<file path="src/rtl/rs232_pkg.sv">
// rs232_pkg: shared definitions for the RS-232 transmit (and future receive) path.
//   - parity mode constants PAR_NONE / PAR_ODD / PAR_EVEN
//   - transmit FSM state encoding
//   - frame_bits(): total bit periods in one frame
//   - parity_bit(): parity bit for a payload word under a given parity mode
package rs232_pkg;

  localparam int PAR_NONE = 0;
  localparam int PAR_ODD  = 1;
  localparam int PAR_EVEN = 2;

  typedef enum logic [2:0] {
    ST_IDLE   = 3'd0,
    ST_START  = 3'd1,
    ST_DATA   = 3'd2,
    ST_PARITY = 3'd3,
    ST_STOP   = 3'd4
  } tx_state_t;

  // Number of bit periods in a frame: start + payload + optional parity + stop bits.
  function automatic int frame_bits(input int data_bits, input int parity, input int stop_bits);
    return 1 + data_bits + ((parity != PAR_NONE) ? 1 : 0) + stop_bits;
  endfunction

  // Payload is zero-extended to 9 bits by the caller; extra zeros do not change the XOR.
  function automatic logic parity_bit(input logic [8:0] d, input int parity);
    logic p;
    p = ^d;
    case (parity)
      PAR_ODD:  return p ^ 1'b1;
      PAR_EVEN: return p;
      default:  return 1'b0;
    endcase
  endfunction

endpackage

</file>
<file path="src/rtl/sync_fifo.sv">
// sync_fifo: single-clock FIFO with registered read data.
//   Ports:
//     clk, rst            clock, synchronous active-high reset
//     i_push, i_wdata     write strobe and data; ignored while full
//     i_pop               read strobe; ignored while empty
//     o_rdata             word popped on the previous cycle (valid the cycle after pop)
//     o_full, o_empty     registered status flags
//     o_level             registered number of stored words (0..DEPTH)
//   Fullness is judged on the current contents, so a push into a full FIFO is
//   dropped even when a pop happens in the same cycle.
module sync_fifo #(
  parameter int WIDTH = 8,
  parameter int DEPTH = 4,
  localparam int AW = $clog2(DEPTH),
  localparam int LW = AW + 1
) (
  input  logic             clk,
  input  logic             rst,
  input  logic             i_push,
  input  logic [WIDTH-1:0] i_wdata,
  input  logic             i_pop,
  output logic [WIDTH-1:0] o_rdata,
  output logic             o_full,
  output logic             o_empty,
  output logic [LW-1:0]    o_level
);

  logic [WIDTH-1:0] r_mem [DEPTH];
  logic [LW-1:0]    r_wptr;
  logic [LW-1:0]    r_rptr;
  logic [LW-1:0]    r_level;
  logic [WIDTH-1:0] r_rdata;
  logic             r_full;
  logic             r_empty;
  logic             w_push_ok;
  logic             w_pop_ok;
  logic [LW-1:0]    w_level_next;

  assign w_push_ok = i_push & ~r_full;
  assign w_pop_ok  = i_pop & ~r_empty;

  // Next occupancy: simultaneous accepted push and pop leaves it unchanged.
  always_comb begin
    w_level_next = r_level;
    case ({w_push_ok, w_pop_ok})
      2'b10:   w_level_next = r_level + LW'(1);
      2'b01:   w_level_next = r_level - LW'(1);
      default: w_level_next = r_level;
    endcase
  end

  // Storage array write port.
  always_ff @(posedge clk) begin
    if (w_push_ok) begin
      r_mem[r_wptr[AW-1:0]] <= i_wdata;
    end
  end

  // Pointers, occupancy, status flags and registered read data.
  always_ff @(posedge clk) begin
    if (rst) begin
      r_wptr  <= '0;
      r_rptr  <= '0;
      r_level <= '0;
      r_full  <= 1'b0;
      r_empty <= 1'b1;
      r_rdata <= '0;
    end else begin
      if (w_push_ok) begin
        r_wptr <= r_wptr + LW'(1);
      end
      if (w_pop_ok) begin
        r_rptr  <= r_rptr + LW'(1);
        r_rdata <= r_mem[r_rptr[AW-1:0]];
      end
      r_level <= w_level_next;
      r_full  <= (w_level_next == LW'(DEPTH));
      r_empty <= (w_level_next == '0);
    end
  end

  assign o_rdata = r_rdata;
  assign o_full  = r_full;
  assign o_empty = r_empty;
  assign o_level = r_level;

endmodule

</file>
<file path="src/rtl/rs232_tx_fifo.sv">
// rs232_tx_fifo: buffered RS-232 transmitter.
//   Ports:
//     clk         rising-edge clock
//     rst         synchronous active-high reset; aborts any frame in flight
//     data        word to send, sampled when send = 1
//     send        write strobe, one word per cycle
//     ovf_clr     clears the sticky overflow flag (a same-cycle overflow wins)
//     UART_TX     serial line, idle high, driven straight from a flop
//     uart_ovf    sticky: a send was dropped because the FIFO was full
//     sending     FIFO non-empty or a frame in flight
//     fifo_level  words queued, excluding the one being transmitted
//   Frame: start(0) + DATA_BITS LSB first + optional parity + STOP_BITS stop(1),
//   each bit CLKS_PER_BIT cycles. Back-to-back frames have no idle gap.
module rs232_tx_fifo
  import rs232_pkg::*;
#(
  parameter int CLKS_PER_BIT = 100,
  parameter int DATA_BITS    = 8,
  parameter int PARITY       = 0,
  parameter int STOP_BITS    = 1,
  parameter int FIFO_DEPTH   = 4
) (
  input  logic                          clk,
  input  logic                          rst,
  input  logic [DATA_BITS-1:0]          data,
  input  logic                          send,
  input  logic                          ovf_clr,
  output logic                          UART_TX,
  output logic                          uart_ovf,
  output logic                          sending,
  output logic [$clog2(FIFO_DEPTH):0]   fifo_level
);

  localparam int LW = $clog2(FIFO_DEPTH) + 1;
  localparam logic [15:0] BAUD_RELOAD = 16'(CLKS_PER_BIT - 1);
  localparam logic [3:0]  LAST_DATA   = 4'(DATA_BITS - 1);
  localparam logic [3:0]  LAST_STOP   = 4'(STOP_BITS - 1);

  tx_state_t            r_state;
  tx_state_t            w_state_next;
  logic [15:0]          r_baud;
  logic [3:0]           r_bit;
  logic [DATA_BITS-1:0] r_sr;
  logic                 r_par;
  logic                 r_load;
  logic                 r_tx;
  logic                 r_ovf;
  logic                 r_sending;

  logic                 w_bit_end;
  logic                 w_pop;
  logic                 w_shift;
  logic                 w_tx_next;
  logic                 w_full;
  logic                 w_empty;
  logic                 w_push_ok;
  logic [LW-1:0]        w_level;
  logic [LW-1:0]        w_level_next;
  logic [DATA_BITS-1:0] w_rdata;

  sync_fifo #(
    .WIDTH (DATA_BITS),
    .DEPTH (FIFO_DEPTH)
  ) u_fifo (
    .clk     (clk),
    .rst     (rst),
    .i_push  (send),
    .i_wdata (data),
    .i_pop   (w_pop),
    .o_rdata (w_rdata),
    .o_full  (w_full),
    .o_empty (w_empty),
    .o_level (w_level)
  );

  assign w_bit_end    = (r_baud == 16'd0);
  assign w_push_ok    = send & ~w_full;
  // w_pop is only raised while the FIFO is non-empty, so this never underflows.
  assign w_level_next = w_level + LW'(w_push_ok) - LW'(w_pop);

  // Next-state logic; w_tx_next is the line level for the period being entered.
  always_comb begin
    w_state_next = r_state;
    w_pop        = 1'b0;
    w_shift      = 1'b0;
    w_tx_next    = r_tx;
    case (r_state)
      ST_IDLE: begin
        if (!w_empty) begin
          w_pop        = 1'b1;
          w_state_next = ST_START;
          w_tx_next    = 1'b0;
        end else begin
          w_tx_next = 1'b1;
        end
      end
      ST_START: begin
        // Shifting on entry to each data bit keeps the next bit in r_sr[0].
        if (w_bit_end) begin
          w_state_next = ST_DATA;
          w_shift      = 1'b1;
          w_tx_next    = r_sr[0];
        end else begin
          w_tx_next = 1'b0;
        end
      end
      ST_DATA: begin
        if (w_bit_end) begin
          if (r_bit == LAST_DATA) begin
            if (PARITY != PAR_NONE) begin
              w_state_next = ST_PARITY;
              w_tx_next    = r_par;
            end else begin
              w_state_next = ST_STOP;
              w_tx_next    = 1'b1;
            end
          end else begin
            w_shift   = 1'b1;
            w_tx_next = r_sr[0];
          end
        end else begin
          w_shift = 1'b0;
        end
      end
      ST_PARITY: begin
        if (w_bit_end) begin
          w_state_next = ST_STOP;
          w_tx_next    = 1'b1;
        end else begin
          w_tx_next = r_par;
        end
      end
      ST_STOP: begin
        // Chaining straight into the next start bit avoids an idle gap.
        if (w_bit_end && (r_bit == LAST_STOP)) begin
          if (!w_empty) begin
            w_pop        = 1'b1;
            w_state_next = ST_START;
            w_tx_next    = 1'b0;
          end else begin
            w_state_next = ST_IDLE;
            w_tx_next    = 1'b1;
          end
        end else begin
          w_tx_next = 1'b1;
        end
      end
      default: begin
        w_state_next = ST_IDLE;
        w_tx_next    = 1'b1;
      end
    endcase
  end

  // FSM state, baud counter and bit counter.
  always_ff @(posedge clk) begin
    if (rst) begin
      r_state <= ST_IDLE;
      r_baud  <= BAUD_RELOAD;
      r_bit   <= 4'd0;
    end else begin
      r_state <= w_state_next;
      if ((r_state == ST_IDLE) || w_bit_end) begin
        r_baud <= BAUD_RELOAD;
      end else begin
        r_baud <= r_baud - 16'd1;
      end
      if (w_state_next != r_state) begin
        r_bit <= 4'd0;
      end else if (w_bit_end) begin
        r_bit <= r_bit + 4'd1;
      end else begin
        r_bit <= r_bit;
      end
    end
  end

  // Shift register and parity flop; FIFO read data arrives the cycle after the pop,
  // which is still inside the start bit since a bit lasts at least two cycles.
  always_ff @(posedge clk) begin
    if (rst) begin
      r_load <= 1'b0;
      r_sr   <= '0;
      r_par  <= 1'b0;
    end else begin
      r_load <= w_pop;
      if (r_load) begin
        r_sr  <= w_rdata;
        r_par <= parity_bit(9'(w_rdata), PARITY);
      end else if (w_shift) begin
        r_sr <= r_sr >> 1;
      end else begin
        r_sr <= r_sr;
      end
    end
  end

  // Registered line driver, sticky overflow (set beats clear) and busy flag.
  always_ff @(posedge clk) begin
    if (rst) begin
      r_tx      <= 1'b1;
      r_ovf     <= 1'b0;
      r_sending <= 1'b0;
    end else begin
      r_tx <= w_tx_next;
      if (send && w_full) begin
        r_ovf <= 1'b1;
      end else if (ovf_clr) begin
        r_ovf <= 1'b0;
      end else begin
        r_ovf <= r_ovf;
      end
      r_sending <= (w_state_next != ST_IDLE) || (w_level_next != '0);
    end
  end

  assign UART_TX    = r_tx;
  assign uart_ovf   = r_ovf;
  assign sending    = r_sending;
  assign fifo_level = w_level;

endmodule

</file>
<file path="config.mk">
export PLATFORM = sky130hd
export DESIGN_NAME = rs232_tx_fifo
export DESIGN_NICKNAME = d
export VERILOG_FILES = /design/src/rtl/rs232_pkg.sv /design/src/rtl/sync_fifo.sv /design/src/rtl/rs232_tx_fifo.sv
export SDC_FILE = /design/constraint.sdc
export NUM_CORES = 1
export LEC_CHECK = 0
export ABC_AREA = 1
export ABC_CLOCK_PERIOD_IN_PS = 5000
export CAP_MARGIN = 5
export CORE_UTILIZATION = 60
export DETAILED_ROUTE_END_ITERATION = 7
export PLACE_DENSITY = 0.78
export SLEW_MARGIN = 15
export SYNTH_ARGS = -nofsm -noshare
export SYNTH_HDL_FRONTEND = slang
export SYNTH_HIERARCHICAL = 1
export SYNTH_SLANG_ARGS = --single-unit
</file>
<file path="constraint.sdc">
create_clock -name clk -period 5 [get_ports clk]
set_input_delay 1.5 -clock clk [delete_from_list [all_inputs] [get_ports clk]]
set_output_delay 1.5 -clock clk [all_outputs]
set_load 0.01 [all_outputs]
</file>
==> impl_metrics.ini, run 1 <==
[routing]
drt_wl_total_mm = 6.83
vias = 2964
firstDrtPassIters = 5
ant_nets = 0
vias_per_cell = 5.13
drc = 0
drt_iter0_drc = 177
wl_per_cell_um = 11.8

[yosys]
avgSynthCellArea_um2 = 8.35
synth_seq_area_share_pct = 50.3
synth.distinct_cells = 40
netlist_area_um2 = 3980
synth-seq-cells = 84
syn-num-nets = 501
syn_inst = 477
yosys_warnings = 6

[final_layout]
multi_input_area_um2 = 1660
register_area_um2 = 2000
design_area_um2 = 4360
num_antenna_cells = 0
final_net_count = 520
layout_common_cells = 93 x nor2_1, 93 x nand2_1, 58 x inv_1, 52 x dfxtp_1, 32 x edfxtp_1
drive_gt1_share_pct = 9.98
synthToLayoutAreaGrowth_pct = 9.62
final_cells = 578
fillers = 530

[hold_path]
min_path_type = reg2reg

[power]
powerDensity_nw_per_um2 = 392
leakage_nw = 1.73
power_w = 0.00171
worst_ir_drop_vdd_mv = 0.248

[global_routing]
grt_max_degree = 28
grt_first_pass_wirelength_mm = 11.8
overflow = 0
grt_use_total_pct = 21.3
grt_antenna_before_repair = 0
grt_pass1_vias = 2633

[clock_network]
cts_max_level = 3
path_clk_slew_ns = 0.08
clkLatencyLatePin_ns = 0.35
post_cts_buffers = 0
clockBufferDepth = 2
post_cts_resized = 0
numCtsBuffers = 9
cts-root-buf = clkbuf_8
cts_sinks = 84
cts_tree = built
hold_buffers = 0

[timing]
slew_headroom_pct = 40.8
tns_ns = 0
fin_skew_ns = 0.00805
rsz0062_at_grt = no
hold_viol_final = 0
period_share_pct = 67.2
period_needed_ns = 3.36
slew_viol_final = 0
tightest_slew_ns = 0.887
final-setup-viol-count = 0
max_freq_mhz = 298

[critical_path]
arrival_ns = 3.60
critPathKind = in2reg
cp-end-kind = flop
critPathMaxFanout = 3
start_kind = input pin
required_ns = 5.24

[place]
port_buffers = 17
post-dp-hpwl_mm = 4.85
place_congestion = 0.916
placed_cell_area_um2 = 4170
dp_cells = 562

[floorplan]
start_util_pct = 62.3
die_w_um = 83.5
pin_count = 18
die_h_um = 83.5
core.rowCount = 29
core_um2 = 6390
die_area_um2 = 6970

[job]
cap_violations = 0

[status]
status = finished clean
[path summary, 6_finish.rpt]
check | to | cells past startpoint | slack (ns) | from
worst min-delay path | r_baud[0]$_SDFF_PP1_ | 1 | 0.40 | r_baud[0]$_SDFF_PP1_
worst min register to register | r_baud[0]$_SDFF_PP1_ | 1 | 0.40 | r_baud[0]$_SDFF_PP1_
worst max-delay path | sending$_SDFF_PP0_ | 14 | 1.64 | send
worst max register to register | u_fifo/o_full$_SDFF_PP0_ | 17 | 1.85 | r_baud[0]$_SDFF_PP1_
[worst max-delay path, cell delays in order]
cell             delay (ns)
clkdlybuf4s50_1        0.50
nand2_1                0.06
ha_1                   0.27
inv_1                  0.04
ha_1                   0.18
fa_1                   0.37
xnor2_1                0.19
nor2_1                 0.06
nor3_1                 0.12
nand2_1                0.06
nor2_1                 0.10
nand2_1                0.05
nand2_1                0.05
nand2_1                0.04
[routing by layer]
layer	vias to the layer above	GRT usage [%]	wire, um
li1	1554	-	-
met1	1336	27.9	3240
met2	61	35.0	3220
met3	13	3.26	200
met4	0	10.3	161
met5	-	0	0
[synth_stat cells (all sizes together)]
cell type | number | area (um^2)
o211a | 1 | 10.0
o31ai | 1 | 7.51
o21ai | 25 | 125
or2 | 4 | 25.0
inv | 61 | 229
mux2 | 1 | 11.3
nor4 | 1 | 6.26
buf | 7 | 72.6
ha | 10 | 125
a21oi | 16 | 80.1
nand2 | 101 | 404
clkinv | 1 | 3.75
a21o | 1 | 7.51
nand3b | 1 | 7.51
clkbuf | 3 | 11.3
dfxtp | 52 | 1040
xor2 | 3 | 26.3
nand4 | 3 | 33.8
xnor2 | 5 | 43.8
nor2 | 106 | 473
fa | 2 | 40.0
nand3 | 32 | 183
a31oi | 1 | 6.26
nor3b | 1 | 7.51
edfxtp | 32 | 961
nor3 | 6 | 40.0
[through the flow]
step                      util [%]  setup WS [ns]  hold slack [ns]
after floorplan                  -           1.90            0.365
after global placement        65.3           1.30            0.378
after detailed placement      65.3           1.27            0.379
after CTS                     68.3           1.63            0.400
after global routing          68.3           1.41            0.418
final                         68.3           1.64            0.399
[state kept, by name, summed over array words and instances (netlist names)]
name,count
r_state,3
r_sr,8
sending,1
u_fifo/r_mem,32
u_fifo/o_rdata,8
u_fifo/o_full,1
u_fifo/o_empty,1
r_bit,4
r_load,1
r_baud,16
u_fifo/r_wptr,2
u_fifo/o_level,3
UART_TX,1
uart_ovf,1
u_fifo/r_rptr,2
[logic make-up (layout without fill, tap and decap cells)]
kind of cell / Yosys count / after routing / synth area share (%)
adder cells (fa/ha/maj): 12 / 12 / 4.15
multiplexers: 1 / 1 / 0.283
XOR/XNOR: 8 / 8 / 1.76
AND/OR/NAND/NOR: 255 / 255 / 29.6
AO/OA/AOI/OAI: 45 / 45 / 5.94
buffers and inverters: 72 / 96 / 7.95
flip-flops: 84 / 84 / 50.3
[report_power, final]
part / switching, W / internal, W
clock network: 0.000233 / 0.000230
registers: 0.0000671 / 0.000787
logic: 0.000234 / 0.000162
total: 0.000534 / 0.00118
[cell type report]
| class | count | share of cell area, % |
|---|---|---|
| clock buffer | 10 | 2.92 |
| clock inverter | 6 | 1.49 |
| inverter | 62 | 5.33 |
| multi-input combinational | 321 | 38.1 |
| sequential | 84 | 45.9 |
| tap | 77 | 2.21 |
| timing repair buffer | 18 | 4.07 |
(Power assumes the default switching activity.)
==> run 2, diff against run 1 <==
- ABC_CLOCK_PERIOD_IN_PS: 5000 -> 3120
- clock period: 5 -> 3.12 ns (I/O delays scaled with it)
==> impl_metrics.ini, run 2 (synthesis gave the netlist of run 1 again) <==
[clock_network]
cts_max_level = 3
numCtsBuffers = 9
path_clk_slew_ns = 0.08
cts-root-buf = clkbuf_8
clkLatencyLatePin_ns = 0.35
cts_tree = built
cts_sinks = 84
clockBufferDepth = 2
post_cts_buffers = 0
hold_buffers = 0

[timing]
slew_viol_final = 0
period_needed_ns = 2.87
hold_viol_final = 0
fin_skew_ns = 0.00728
period_share_pct = 92.0
rsz0062_at_grt = no
final-setup-viol-count = 0
slew_headroom_pct = 74.5
max_freq_mhz = 348
tightest_slew_ns = 0.382

[critical_path]
critPathMaxFanout = 6
crit_path_cell_trace = inv_1, ha_2, nand2_2, nor2_8, nand3_4, nand2_2, nand3_1, inv_1, ha_1, inv_1, ha_1, fa_1, xnor2_1, nor2_1, nor3_2, nand2_1, nor2_1, nand2_1, nand2_1, nand2_1
critPathKind = reg2reg
cp-end-kind = flop
crit_path_top_delay_cell = fa_1
arrival_ns = 3.12
start_kind = flop
required_ns = 3.37
cp_common_cell = nand2_1
slowest_delay_ns = 0.38

[floorplan]
die_area_um2 = 6970
die_w_um = 83.5
die_h_um = 83.5
core_um2 = 6390
pin_count = 18
core.rowCount = 29
start_util_pct = 62.3

[final_layout]
num_antenna_cells = 0
fillers = 527
design_area_um2 = 4440
drive_gt1_share_pct = 12.4
layout_common_cells = 93 x nor2_1, 93 x nand2_1, 58 x inv_1, 52 x dfxtp_1, 32 x edfxtp_1
synthToLayoutAreaGrowth_pct = 11.4
final_net_count = 529
final_cells = 587
largest_reg_flops = 32

[power]
worst_ir_drop_vdd_mv = 0.426
leakage_nw = 1.78
powerDensity_nw_per_um2 = 621
power_w = 0.00275

[routing]
drc = 0
vias = 2932
wl_per_cell_um = 11.8
firstDrtPassIters = 4
drt_iter0_drc = 128
ant_nets = 0
vias_per_cell = 4.99
drt_wl_total_mm = 6.95

[global_routing]
grt_first_pass_wirelength_mm = 12.3
overflow = 0
grt_antenna_before_repair = 0
grt_use_total_pct = 22.1
grt_pass1_vias = 2916
grt_max_degree = 28

[place]
placed_cell_area_um2 = 4240
place_congestion = 0.839
post-dp-hpwl_mm = 4.92
port_buffers = 17
dp_cells = 571

[status]
status = finished clean

[hold_path]
min_path_type = reg2reg

[job]
cap_violations = 0
## run 2: cell types whose count changed in the layout (fill, tap and decap cells not counted), sizes merged
cell / delta
buf: +9
bufinv: -1
clkinv: +1
clkinvlp: -2
inv: +2
## run 2: cell type report
type	count	area, um^2	area share [%]
Multi-Input combinational cell	321	1680	37.8
Sequential cell	84	2000	45.1
Inverter	62	233	5.25
Timing Repair Buffer	27	245	5.53
Clock inverter	6	46.3	1.04
Clock buffer	10	138	3.10
Tap cell	77	96.3	2.17
## run 2: worst max-delay path, delay by kind of cell (launching register included)
family,cells,cell delay [ns]
xor+xnor,1,0.19
simple gates,12,1.02
flops,1,0.34
fa+ha+maj,4,1.04
buf+inv,3,0.17
## run 2: where the power goes
group	switching [W]	internal, W
Clock	0.000390	0.000316
Sequential	0.0000854	0.00126
Combinational	0.000413	0.000287
Total	0.000889	0.00186
## run 2: final timing paths
check                                          start                   end  slack (ns)  cells after the start
worst max-delay path            r_baud[0]$_SDFF_PP1_    sending$_SDFF_PP0_        0.25                     20
worst min register to register  r_baud[0]$_SDFF_PP1_  r_baud[0]$_SDFF_PP1_        0.40                      1
worst min-delay path            r_baud[0]$_SDFF_PP1_  r_baud[0]$_SDFF_PP1_        0.40                      1
worst max register to register  r_baud[0]$_SDFF_PP1_    sending$_SDFF_PP0_        0.25                     20
## run 2: per-layer routing
layer  wire, um  GRT usage (%)  part of all wire (%)  up-vias
met4         91           7.70                   1.3        0
met5          0              0                     0        -
met2       3480           38.5                    50       38
met1       3170           27.1                    46     1324
li1           -              -                     -     1562
met3        207           5.14                   3.0        8
## run 2: what timing repair did
item,CTS,global route
setup endpoints to repair,0,1
gates resized for setup,0,3
endpoints found under the hold margin,0,0
## run 2: per-stage QoR
stage | setup WS, ns | util (%) | setup TNS, ns | hold slack [ns]
floorplan | 0.365 | - | 0 | 0.365
global placement | 0.0193 | 66.4 | 0 | 0.376
detailed placement | -0.0452 | 66.4 | -0.0452 | 0.381
CTS | 0.111 | 69.3 | 0 | 0.402
global route | 0.00444 | 69.5 | 0 | 0.412
finish | 0.248 | 69.5 | 0 | 0.399
==> run 3, diff against run 2 <==
- SETUP_SLACK_MARGIN: default -> 0.1
- SLEW_MARGIN: 15 -> default
==> impl_metrics.ini, run 3 (synthesis gave the netlist of run 1 again) <==
[status]
status = finished clean

[floorplan]
core.rowCount = 29
pin_count = 18
start_util_pct = 62.3
die_w_um = 83.5
die_area_um2 = 6970
die_h_um = 83.5
core_um2 = 6390

[power]
leakage_nw = 1.79
worst_ir_drop_vdd_mv = 0.426
power_w = 0.00277
powerDensity_nw_per_um2 = 620

[timing]
max_freq_mhz = 350
final-setup-viol-count = 0
rsz0062_at_grt = no
period_needed_ns = 2.85
fin_skew_ns = 0.00672
slew_headroom_pct = 74.5
slew_viol_final = 0
hold_viol_final = 0
period_share_pct = 91.5
tightest_slew_ns = 0.382

[routing]
drt_iter0_drc = 110
drt_wl_total_mm = 7.03
vias = 2948
ant_nets = 0
wl_per_cell_um = 12.0
vias_per_cell = 5.01
firstDrtPassIters = 4
drc = 0

[clock_network]
cts_sinks = 84
cts-root-buf = clkbuf_8
cts_max_level = 3
clockBufferDepth = 2
cts_tree = built
numCtsBuffers = 9
path_clk_slew_ns = 0.08
clkLatencyLatePin_ns = 0.35

[critical_path]
crit_path_cell_trace = inv_1, ha_1, nor3b_2, nand3_4, nand2_2, nand3_1, inv_1, ha_1, inv_1, ha_1, fa_2, xnor2_2, nor2_1, nor3_2, nand2_1, nor2_1, nand2_1, nand2_1, nand2_1
critPathMaxFanout = 3
required_ns = 3.37
cp_common_cell = nand2_1
start_kind = flop
crit_path_top_delay_cell = fa_2
arrival_ns = 3.11
critPathKind = reg2reg
cp_top_family = simple AND/OR/NAND/NOR gates
cp-end-kind = flop
critPathBufInv = 3
slowest_delay_ns = 0.36
regToRegSetupSlack_ns = 0.27

[place]
place_congestion = 0.839
port_buffers = 17
placed_cell_area_um2 = 4240
post-dp-hpwl_mm = 4.92

[job]
cap_violations = 0

[final_layout]
design_area_um2 = 4470
drive_gt1_share_pct = 13.5
synthToLayoutAreaGrowth_pct = 12.3
layout_common_cells = 93 x nor2_1, 93 x nand2_1, 57 x inv_1, 50 x dfxtp_1, 32 x edfxtp_1
fillers = 524
final_net_count = 530
num_antenna_cells = 0
largest_reg_flops = 32

[global_routing]
grt_use_total_pct = 22.1
overflow = 0
grt_pass1_vias = 2916
grt_first_pass_wirelength_mm = 12.3
grt_max_degree = 28
grt_antenna_before_repair = 0

[hold_path]
min_path_type = reg2reg
-- run 3: worst paths after layout --
| path | to | cells past startpoint | start |
|---|---|---|---|
| max | sending$_SDFF_PP0_ | 19 | r_bit[0]$_SDFFE_PP0P_ |
| min reg2reg | r_baud[0]$_SDFF_PP1_ | 1 | r_baud[0]$_SDFF_PP1_ |
| min | r_baud[0]$_SDFF_PP1_ | 1 | r_baud[0]$_SDFF_PP1_ |
| max reg2reg | sending$_SDFF_PP0_ | 19 | r_bit[0]$_SDFFE_PP0P_ |
-- run 3: per-layer routing --
| metal | share of wire [%] | GRT usage (%) | vias to the layer above |
|---|---|---|---|
| met1 | 45 | 27.1 | 1333 |
| met3 | 3.1 | 5.14 | 6 |
| li1 | - | - | 1565 |
| met5 | 0 | 0 | - |
| met4 | 1.1 | 7.70 | 0 |
| met2 | 51 | 38.5 | 44 |
-- run 3: timing repair --
action / CTS / global route
hold buffers: 0 / 0
buffers inserted: 0 / 1
endpoints found under the setup margin: 0 / 1
gates resized for setup: 0 / 10
-- run 3: power by group --
part	leakage, nW	internal (W)	total (W)	switching [W]
registers	0.718	0.00126	0.00135	0.0000873
logic	0.984	0.000296	0.000716	0.000420
clock network	0.0909	0.000316	0.000706	0.000390
-- run 3: through the flow --
stage / instances / util (%) / hold slack (ns) / worst slack (ns) / TNS (ns)
5_1_grt: 588 / 70.0 / 0.424 / 0.0462 / 0
2_1_floorplan: 477 / - / 0.365 / 0.365 / 0
3_5_place_dp: 571 / 66.4 / 0.381 / -0.0452 / -0.0452
6_report: 588 / 70.0 / 0.411 / 0.265 / 0
4_1_cts: 587 / 69.3 / 0.402 / 0.111 / 0
3_3_place_gp: 571 / 66.4 / 0.376 / 0.0193 / 0
-- run 3: cell type report --
type,count,area (um^2),share of cell area [%]
flip-flops and latches,84,2000,44.8
inverters,62,233,5.21
well taps,77,96.3,2.16
multi-input cells,321,1700,38.0
repair buffers,28,253,5.65
clock inverters,6,46.3,1.04
clock buffers,10,138,3.08
